**src/rtl/reset_seq_pkg.sv**
```systemverilog
// -----------------------------------------------------------------------------
// reset_seq_pkg
// Shared definitions for the staged reset sequencer.
//   - seq_state_e : FSM state encoding (HOLD / RELEASE / IDLE)
//   - stage_w()   : width of the "stages released" count for a given stage count
//   - MIN_STAGES / MAX_STAGES : legal range of NUM_STAGES
// Optional feature macro used by the top: RESET_SEQ_REQ_SYNC_EN
// -----------------------------------------------------------------------------
package reset_seq_pkg;

   typedef enum logic [1:0] {
      ST_HOLD    = 2'd0,
      ST_RELEASE = 2'd1,
      ST_IDLE    = 2'd2
   } seq_state_e;

   localparam int MIN_STAGES = 1;
   localparam int MAX_STAGES = 16;

   // stage_o has to represent 0 .. num_stages inclusive.
   function automatic int stage_w(input int num_stages);
      return $clog2(num_stages + 1);
   endfunction

   localparam int STAGE_W_MAX = $clog2(MAX_STAGES + 1);

endpackage

```
**src/rtl/reset_sequencer_sync_2ff.sv**
```systemverilog
// -----------------------------------------------------------------------------
// sync_2ff
// Generic 1-bit double-flop synchronizer with synchronous active-high reset.
// Ports:
//   clk  in   destination clock
//   rst  in   synchronous active-high reset, both flops clear to 0
//   d_i  in   asynchronous (foreign-domain) input
//   q_o  out  synchronized output, two clk cycles of latency
// -----------------------------------------------------------------------------
module sync_2ff (
   input  logic clk,
   input  logic rst,
   input  logic d_i,
   output logic q_o
);

   logic meta_q;
   logic sync_q;

   always_ff @(posedge clk) begin
      if (rst) begin
         meta_q <= 1'b0;
         sync_q <= 1'b0;
      end else begin
         meta_q <= d_i;
         sync_q <= meta_q;
      end
   end

   assign q_o = sync_q;

endmodule

```
**src/rtl/reset_sequencer.sv**
```systemverilog
// -----------------------------------------------------------------------------
// reset_sequencer
// Drives staged, ordered reset releases for NUM_STAGES downstream blocks.
// All stage resets are held asserted for HOLD_CYCLES, then released one per
// GAP_CYCLES in ascending index order. A request (req_i) re-runs the sequence.
//
// Ports:
//   clk      in   system clock, rising edge
//   rst      in   synchronous active-high reset of the sequencer
//   req_i    in   level-sensitive reset request; 1 forces and holds the sequence
//   rst_o    out  [NUM_STAGES] per-stage reset, active-high, bit k -> stage k
//   stage_o  out  number of stages currently released (0 .. NUM_STAGES)
//   busy_o   out  1 whenever the FSM is not in IDLE
//   done_o   out  one-cycle pulse when the last stage releases
//
// Optional feature macro: RESET_SEQ_REQ_SYNC_EN
//   defined   : req_i goes through a 2-flop synchronizer (+2 cycles latency)
//   undefined : req_i used directly, must be synchronous to clk
//
// States:
//   state      | meaning
//   ST_HOLD    | all stages asserted, counting the hold window
//   ST_RELEASE | some stages released, counting the gap to the next release
//   ST_IDLE    | every stage released, waiting for a request
// -----------------------------------------------------------------------------
module reset_sequencer
   import reset_seq_pkg::*;
#(
   parameter int NUM_STAGES  = 4,
   parameter int HOLD_CYCLES = 16,
   parameter int GAP_CYCLES  = 8,
   parameter int CNT_W       = 8
) (
   input  logic                              clk,
   input  logic                              rst,
   input  logic                              req_i,
   output logic [NUM_STAGES-1:0]             rst_o,
   output logic [stage_w(NUM_STAGES)-1:0]    stage_o,
   output logic                              busy_o,
   output logic                              done_o
);

   localparam int STAGE_W = stage_w(NUM_STAGES);

   localparam logic [CNT_W-1:0]   HOLD_LAST  = CNT_W'(HOLD_CYCLES - 1);
   localparam logic [CNT_W-1:0]   GAP_LAST   = CNT_W'(GAP_CYCLES - 1);
   localparam logic [STAGE_W-1:0] LAST_IDX   = STAGE_W'(NUM_STAGES - 1);
   localparam logic [STAGE_W-1:0] ALL_STAGES = STAGE_W'(NUM_STAGES);

   // Elaboration-time parameter sanity.
   if (NUM_STAGES < MIN_STAGES || NUM_STAGES > MAX_STAGES) begin : g_bad_stages
      $error("reset_sequencer: NUM_STAGES out of range 1..16");
   end
   if (HOLD_CYCLES < 1 || GAP_CYCLES < 1) begin : g_bad_cycles
      $error("reset_sequencer: HOLD_CYCLES and GAP_CYCLES must be at least 1");
   end
   if ((64'd1 << CNT_W) <= 64'(HOLD_CYCLES) || (64'd1 << CNT_W) <= 64'(GAP_CYCLES)) begin : g_bad_cnt_w
      $error("reset_sequencer: CNT_W too narrow for HOLD_CYCLES/GAP_CYCLES");
   end

   // ---------------------------------------------------------------------------
   // Request path
   // ---------------------------------------------------------------------------
   logic req_fsm;

`ifdef RESET_SEQ_REQ_SYNC_EN
   sync_2ff u_req_sync (
      .clk (clk),
      .rst (rst),
      .d_i (req_i),
      .q_o (req_fsm)
   );
`else
   assign req_fsm = req_i;
`endif

   // ---------------------------------------------------------------------------
   // Sequencer state
   // ---------------------------------------------------------------------------
   seq_state_e              state_q;
   logic [CNT_W-1:0]        cnt_q;
   logic [CNT_W-1:0]        cnt_d;
   logic [NUM_STAGES-1:0]   rst_q;
   logic [STAGE_W-1:0]      stage_q;
   logic [STAGE_W-1:0]      stage_d;
   logic                    busy_q;
   logic                    done_q;

   assign cnt_d   = cnt_q + CNT_W'(1);
   assign stage_d = stage_q + STAGE_W'(1);

   // Releases always happen lowest index first, so shifting a zero in from the
   // LSB clears exactly the next stage and can never clear two at once.
   always_ff @(posedge clk) begin
      if (rst) begin
         state_q <= ST_HOLD;
         cnt_q   <= '0;
         rst_q   <= '1;
         stage_q <= '0;
         busy_q  <= 1'b1;
         done_q  <= 1'b0;
      end else if (req_fsm) begin
         // Same action from every state: restart (or abort into) the hold
         // window and keep the counter parked while the request is high.
         state_q <= ST_HOLD;
         cnt_q   <= '0;
         rst_q   <= '1;
         stage_q <= '0;
         busy_q  <= 1'b1;
         done_q  <= 1'b0;
      end else begin
         done_q <= 1'b0;
         case (state_q)
            ST_HOLD: begin
               if (cnt_q == HOLD_LAST) begin
                  cnt_q   <= '0;
                  rst_q   <= rst_q << 1;
                  stage_q <= stage_d;
                  if (NUM_STAGES == 1) begin
                     state_q <= ST_IDLE;
                     busy_q  <= 1'b0;
                     done_q  <= 1'b1;
                  end else begin
                     state_q <= ST_RELEASE;
                  end
               end else begin
                  cnt_q <= cnt_d;
               end
            end

            ST_RELEASE: begin
               if (cnt_q == GAP_LAST) begin
                  cnt_q   <= '0;
                  rst_q   <= rst_q << 1;
                  stage_q <= stage_d;
                  if (stage_q == LAST_IDX) begin
                     state_q <= ST_IDLE;
                     busy_q  <= 1'b0;
                     done_q  <= 1'b1;
                  end
               end else begin
                  cnt_q <= cnt_d;
               end
            end

            ST_IDLE: begin
               cnt_q   <= '0;
               rst_q   <= '0;
               stage_q <= ALL_STAGES;
               busy_q  <= 1'b0;
            end

            default: begin
               // Unreachable encoding: fall back to a full, safe re-sequence.
               state_q <= ST_HOLD;
               cnt_q   <= '0;
               rst_q   <= '1;
               stage_q <= '0;
               busy_q  <= 1'b1;
            end
         endcase
      end
   end

   assign rst_o   = rst_q;
   assign stage_o = stage_q;
   assign busy_o  = busy_q;
   assign done_o  = done_q;

endmodule

```
**config.mk**
```make
export PLATFORM = sky130hd
export DESIGN_NAME = reset_sequencer
export DESIGN_NICKNAME = d
export VERILOG_FILES = /design/src/rtl/reset_seq_pkg.sv /design/src/rtl/reset_sequencer_sync_2ff.sv /design/src/rtl/reset_sequencer.sv
export SDC_FILE = /design/constraint.sdc
export NUM_CORES = 1
export LEC_CHECK = 0
export ABC_AREA = 1
export BUFFER_PORTS_ARGS = -buffer_cell sky130_fd_sc_hd__buf_2
export CAP_MARGIN = 15
export CORE_MARGIN = 2
export CORE_UTILIZATION = 55
export DETAILED_ROUTE_END_ITERATION = 6
export PLACE_DENSITY = 0.84
export SYNTH_ARGS = -nofsm -noshare
export SYNTH_HDL_FRONTEND = slang
export SYNTH_HIERARCHICAL = 1
export SYNTH_SLANG_ARGS = --single-unit
```
**constraint.sdc**
```tcl
create_clock -name clk -period 3.4 [get_ports clk]
set_input_delay 0.68 -clock clk [delete_from_list [all_inputs] [get_ports clk]]
set_output_delay 0.68 -clock clk [all_outputs]
set_load 0.05 [all_outputs]
```
# Word-level counts from Yosys, hierarchy flattened
# Cells that the tools add are included.
# word_totals
regBits	19
input_bits	3
word_cells	43
# op_classes
n_bitwise	4
n_reduce_logical	6
add_sub_neg	2
n_eq_ne	8
mux	17
# op_table
operator	n
2-to-1 mux 8 bit	2
one-hot mux 8 bit (2 select lines)	1
one-hot mux 4 bit (3 select lines)	1
one-hot mux 3 bit (3 select lines)	1
adder 8 x 1 -> 8 bit, second input constant	1
equality test 8 x 3 -> 1 bit, second input constant	1
equality test 8 x 4 -> 1 bit, second input constant	1
2-to-1 mux 4 bit	2
2-to-1 mux 2 bit	3
2-to-1 mux 3 bit	2
inequality test 2 bit, second input constant	3
one-hot mux 2 bit (3 select lines)	1
NOT 1 bit	4
AND reduction 4 bit	1
OR reduction 4 bit	1
adder 3 x 1 -> 3 bit, second input constant	1
equality test 3 x 2 -> 1 bit, second input constant	1
2-to-1 mux 1 bit	3
one-hot mux 1 bit (3 select lines)	1
AND reduction 3 bit	1
equality test 2 x 1 -> 1 bit, second input constant	1
equality test 2 bit, second input constant	1
zero test 2 bit	1
AND reduction 2 bit	1
OR reduction 2 bit	1

# Longest topological paths before layout
# Gate-level depths: netlist of run 1.
# logic_depth
word_depth	4
depth_mapped	8

# Worst setup path before layout of run 1
# OpenSTA, ideal clock, no wires.
# synth_path
path_type	flip-flop to flip-flop
from	reg stage_q[0], in the netlist stage_o[0]
to	reg state_q[1]
path_slack_ps	1792
arrival_ps	1545
path_stages_with_launch	9
setup_time_ps	64
period_less_slack_ps	1608
cell_sequence	dfxtp_1 > ha_1 > ha_1 > inv_1 > a21oi_1 > nand3_2 > nand2_1 > inv_1 > nor2_1
# synth_via
elab_chain_len	3
# synth_rtl
item	line_no	rtl
start, declared	reset_sequencer.sv:84	logic [STAGE_W-1:0] stage_q;
start signal, assigned	reset_sequencer.sv:118	stage_q <= stage_d;
start signal, assigned	reset_sequencer.sv:135	stage_q <= stage_d;
equality test 3 x 2 -> 1 bit	reset_sequencer.sv:136	if (stage_q == LAST_IDX) begin
inequality test 2 bit (no line)	-	
AND reduction 4 bit (no line)	-	
end signal, assigned	reset_sequencer.sv:124	state_q <= ST_RELEASE;
end signal, assigned	reset_sequencer.sv:137	state_q <= ST_IDLE;
end signal, assigned	reset_sequencer.sv:155	state_q <= ST_HOLD;
end, declared	reset_sequencer.sv:80	seq_state_e state_q;
# No other way between the ends.
# A chain may end at the register's enable or synchronous reset.

# Final worst setup path of run 1
# layout_path
from	reg stage_q[0], in the netlist stage_o[0]
to	out stage_o[0]
# layout_rtl
item	line_no	rtl
end, declared	reset_sequencer.sv:38	output logic [stage_w(NUM_STAGES)-1:0] stage_o,
# No word-level cell between the ends.

==> results.yml, run 1 <==
synth:
  syn_area_um2: 943
  synth.net_count: 123
  yosysUniqueCellTypes: 23
  synth_top_area_cell: "dfxtp_1"
  ys_seq_area_frac: 0.403
  netlist_top_cells_area: "dfxtp_1, ha_1, nand2_1"
  synth_cells: 112
  yosys.area.top_type_share: 0.403
  synth-seq-cells: 19
  yosys_warnings: 6
  syn_area_per_cell_um2: 8.42
clock_tree:
  cts-root-buf: "clkbuf_4"
  cts_buffers: 3
  cts-hold-fix-buffers: 0
  clk_path_buf_depth: 2
  insertion_delay_ns: 0.30
  cts_setup_buffers: 0
  cts.repair.resized: 0
  clk_pin_slew_ns: 0.10
  ctsHtreeMaxLevel: 1
  tritoncts: "done"
  clock-sinks: 19
global_routing:
  grt_pass1_vias: 687
  grt_usage: 0.198
  grt_pass1_wl_um: 2860
  antenna_found_initial: 0
  grt_max_degree: 13
  gr-total-overflow: 0
drt:
  m1WireLength_um: 791
  dr.max_layer_used: "met4"
  drcViolationCount: 0
  avgViaCountPerCell: 5.38
  dr.pass1.iters: 4
  wl_per_cell_um: 11.6
  wl_met3_um: 72
  vias: 770
  routed_wl_um: 1660
  ant_nets: 0
  wl_met2_um: 759
  drtIter0Drc: 13
finish:
  syn2layout_area_growth_pct: 11.0
  fin_nets: 139
  multi_input_area_um2: 509
  final_layout_size_suffix_gt1_frac: 0.173
  antenna_cells: 0
  fillCellCount: 133
  seq_area_um2: 380
worst_setup_path:
  path_buf_inv: 1
  critPathTopFamily: "flip-flops"
  critPathMaxStageDelay_ns: 0.40
  path_class: "flip-flop to output pin"
  cp-start-kind: "flip-flop"
  arrival_ns: 0.99
  critPathMaxFanout: 4
  cp.required_ns: 2.72
  end_kind: "output pin"
  critPathSlowestCell: "dfxtp_1"
  path_cells: "buf_2"
floorplan:
  fp-row-count: 14
  die_y_um: 45.4
  core_area_mm2: 0.00156
  io_pins: 12
  fp.dieW_um: 45.4
  initial_utilization: 0.605
  die_area_mm2: 0.00206
place:
  dpl.hpwl_um: 1260
  gp_congestion: 0.851
  portBuffers: 11
timing:
  hold_viol: 0
  setup_tns_ns: 0
  maxSlewViolCount: 0
  tightestPinTransition_ns: 0.312
  skew_ns: 0.00490
  hold_slack_ns: 0.463
  fin_crit_ns: 1.67
  relSlewSlack: 0.791
  fmax_mhz: 599
  fin_crit_sh: 0.491
  setup_viol: 0
  rsz0062_at_grt: "false"
power:
  power_frac_seq: 0.646
  power_density_mw_per_mm2: 332
  swShare: 0.213
  clkPwrFrac: 0.325
  p_int_w: 0.000273
  power_frac_comb: 0.030
  power.total_w: 0.000347
  switching_power_w: 0.0000742
  p_leak_nw: 0.451
  vdd_ir_drop_max_v: 0.000254
worst_hold_path:
  hold_path_class: "flip-flop to flip-flop"
outcome:
  outcome: "complete, no violations"
flow_run:
  drv_cap: 0
power groups by stage:
stage | clock network (W) | registers, W | logic [W]
floorplan | 0 | 0.000229 | 0.00000692
global placement | 0 | 0.000229 | 0.00000968
detailed placement | 0 | 0.000229 | 0.0000102
CTS | 0.000116 | 0.000224 | 0.0000103
global route | 0.000126 | 0.000225 | 0.0000116
finish | 0.000113 | 0.000224 | 0.0000103
logic make-up (layout without fill, tap and decap cells):
logic type,Yosys count,after routing,share of synthesized area
simple gates,52,52,0.269
flops,19,19,0.403
compound gates,14,14,0.118
buf+inv,14,29,0.0570
fa+ha+maj,8,8,0.106
xor+xnor,5,5,0.0464
per-layer routing:
layer / vias up / GRT usage
met5: - / 0
met4: 0 / 0.106
met3: 5 / 0.0595
met2: 16 / 0.313
met1: 349 / 0.239
li1: 400 / -
stage by stage:
step           utilization  setup WS, ns  std cells  cell area [µm²]
6_report             0.672          1.73        143             1050
5_1_grt              0.672          1.67        143             1050
4_1_cts              0.672          1.73        143             1050
3_5_place_dp         0.655          1.75        139             1020
3_3_place_gp         0.655          1.82        139             1020
2_1_floorplan            -          1.79        112              943
layout make-up:
class | count | area share
inverter | 13 | 0.0466
timing repair buffer | 12 | 0.0597
tap | 16 | 0.0191
multi-input combinational | 79 | 0.486
clock buffer | 4 | 0.0251
sequential | 19 | 0.363
flip-flops by register name, indices dropped and copies added, names as in the netlist:
signal and count:
state_q 2, done_o 1, rst_o 4, cnt_q 8, stage_o 3, busy_o 1
Yosys cell counts:
cell type  number
nand2_1        15
o22ai_1         1
nand2_2         1
nand3_2         1
o21ai_4         1
dfxtp_1        19
nand2_4         2
nor3b_1         1
o211ai_1        3
nor3_1          1
or2_2           1
nand3_1         9
o21bai_4        1
nand4_1         5
a21oi_1         5
inv_1          13
nand3b_1        1
ha_1            8
xnor2_1         2
a21boi_0        3
buf_2           1
xor2_1          3
nor2_1         15
final timing paths:
kind	startpoint	endpoint	slack, ns	cells past startpoint
worst min register to register	cnt_q[0]	cnt_q[0]	0.46	1
worst max register to register	cnt_q[0]	stage_o[0]	1.83	6
worst max-delay path	stage_o[0]	stage_o[0]	1.73	1
worst min-delay path	cnt_q[0]	cnt_q[0]	0.46	1
layout by cell type, fill, tap and decap left out, types with 2 or more instances in the layout:
| cell | instances |
|---|---|
| inv_1 | 13 |
| xnor2_1 | 2 |
| a21boi_0 | 3 |
| a21oi_1 | 5 |
| nand3_1 | 9 |
| nand2_4 | 2 |
| buf_2 | 11 |
| ha_1 | 8 |
| nor2_1 | 15 |
| nand4_1 | 5 |
| dfxtp_1 | 19 |
| clkbuf_4 | 3 |
| o211ai_1 | 3 |
| nand2_1 | 15 |
| xor2_1 | 3 |
No activity file was read; power rests on OpenSTA's default activity.
==> inputs of run 2 (changes only) <==
Settings changed: CORE_UTILIZATION 55 to 49, PLACE_DENSITY 0.84 to 0.8.
Clock period 3.4 ns to 1.44 ns, I/O delays scaled along.
==> results.yml, run 2 (synthesis gave the netlist of run 1 again) <==
timing:
  hold_viol: 0
  maxSlewViolCount: 0
  setup_viol: 0
  skew_ns: 0.00366
  tightestPinTransition_ns: 0.274
  fin_crit_sh: 0.991
  setup_tns_ns: 0
  relSlewSlack: 0.817
  fin_crit_ns: 1.43
  setup_ws_ns: 0.0127
  rsz0062_at_grt: "true"
  fmax_mhz: 701
outcome:
  outcome: "complete, no violations"
finish:
  seq_area_um2: 388
  syn2layout_area_growth_pct: 29.7
  largest_reg_flops: 8
  antenna_cells: 0
  fillCellCount: 144
  fin_nets: 150
  top_register: "cnt_q"
  final_cell_mix: "nand2_1, dfxtp_1, nor2_1, inv_1, buf_2"
  multi_input_area_um2: 598
  final_layout_size_suffix_gt1_frac: 0.362
  final_area_mm2: 0.00122
floorplan:
  core_area_mm2: 0.00176
  die_y_um: 47.9
  io_pins: 12
  initial_utilization: 0.535
  die_area_mm2: 0.00229
  fp.dieW_um: 47.9
  fp-row-count: 15
clock_tree:
  cts-root-buf: "clkbuf_4"
  ctsHtreeMaxLevel: 1
  clk_path_buf_depth: 2
  insertion_delay_ns: 0.30
  cts-hold-fix-buffers: 0
  tritoncts: "done"
  clock-sinks: 19
  clk_pin_slew_ns: 0.11
  cts_buffers: 3
worst_setup_path:
  cp-start-kind: "flip-flop"
  critPathMaxFanout: 7
  cp.required_ns: 1.63
  path_class: "flip-flop to flip-flop"
  arrival_ns: 1.62
  end_kind: "flip-flop"
global_routing:
  antenna_found_initial: 0
  grt_pass1_vias: 748
  grt_max_degree: 12
  grt_pass1_wl_um: 3120
  grt_usage: 0.196
  gr-total-overflow: 0
place:
  pre_cts_ws_ns: -0.0390
  placed_cell_area_mm2: 0.00109
  portBuffers: 11
  dpl.hpwl_um: 1370
  gp_congestion: 0.781
drt:
  avgViaCountPerCell: 5.20
  routed_wl_um: 1970
  drtIter0Drc: 27
  dr.pass1.iters: 4
  drcViolationCount: 0
  wl_per_cell_um: 12.1
  vias: 848
  ant_nets: 0
power:
  vdd_ir_drop_max_v: 0.000620
  p_leak_nw: 0.506
  power_density_mw_per_mm2: 677
flow_run:
  drv_cap: 0
worst_hold_path:
  hold_path_class: "input port to flip-flop"
run 2: per-layer routing:
layer,vias up,routed length (µm),GRT usage
li1,424,-,-
met1,386,996,0.264
met2,31,838,0.309
met3,7,86,0.0226
met4,0,53,0.0973
met5,-,0,0
run 2: path summary, 6_finish.rpt:
kind	start	to	slack, ns	depth (start not counted)
max reg2reg	state_q[0]	stage_o[1]	0.01	7
max	state_q[0]	stage_o[1]	0.01	7
min reg2reg	busy_o	busy_o	0.46	2
min	rst	cnt_q[2]	0.27	4
run 2: report_power, final:
group / switching [W] / internal, W / leakage, nW
sequential: 0.00000296 / 0.000526 / 0.156
clock: 0.000165 / 0.000104 / 0.0177
combinational: 0.0000173 / 0.0000137 / 0.333
run 2: layout make-up:
type | instances | area share
clock inverters | 1 | 0.00409
inverters | 13 | 0.0399
flip-flops and latches | 19 | 0.317
repair buffers | 21 | 0.106
multi-input cells | 81 | 0.489
well taps | 25 | 0.0256
clock buffers | 3 | 0.0184
run 2: critical path: stages (launching register included):
cell	delay (ns)
dfxtp_2	0.36
inv_1	0.10
ha_2	0.20
inv_1	0.06
o21bai_4	0.22
buf_4	0.16
a21oi_1	0.16
a21oi_1	0.06
run 2: timing repair:
| action | in CTS | in global routing |
|---|---|---|
| setup endpoints to repair | 9 | 17 |
| gates cloned | 0 | 2 |
| setup buffers | 2 | 0 |
| resized for setup | 1 | 18 |
| pin swaps | 3 | 4 |
run 2: through the flow:
stage	util	power [W]	hold slack, ns	std cells
2_1_floorplan	-	0.000558	0.418	112
3_3_place_gp	0.616	0.000567	0.441	155
3_5_place_dp	0.616	0.000567	0.439	155
4_1_cts	0.643	0.000825	0.265	161
5_1_grt	0.694	0.000856	0.312	163
6_report	0.694	0.000829	0.267	163
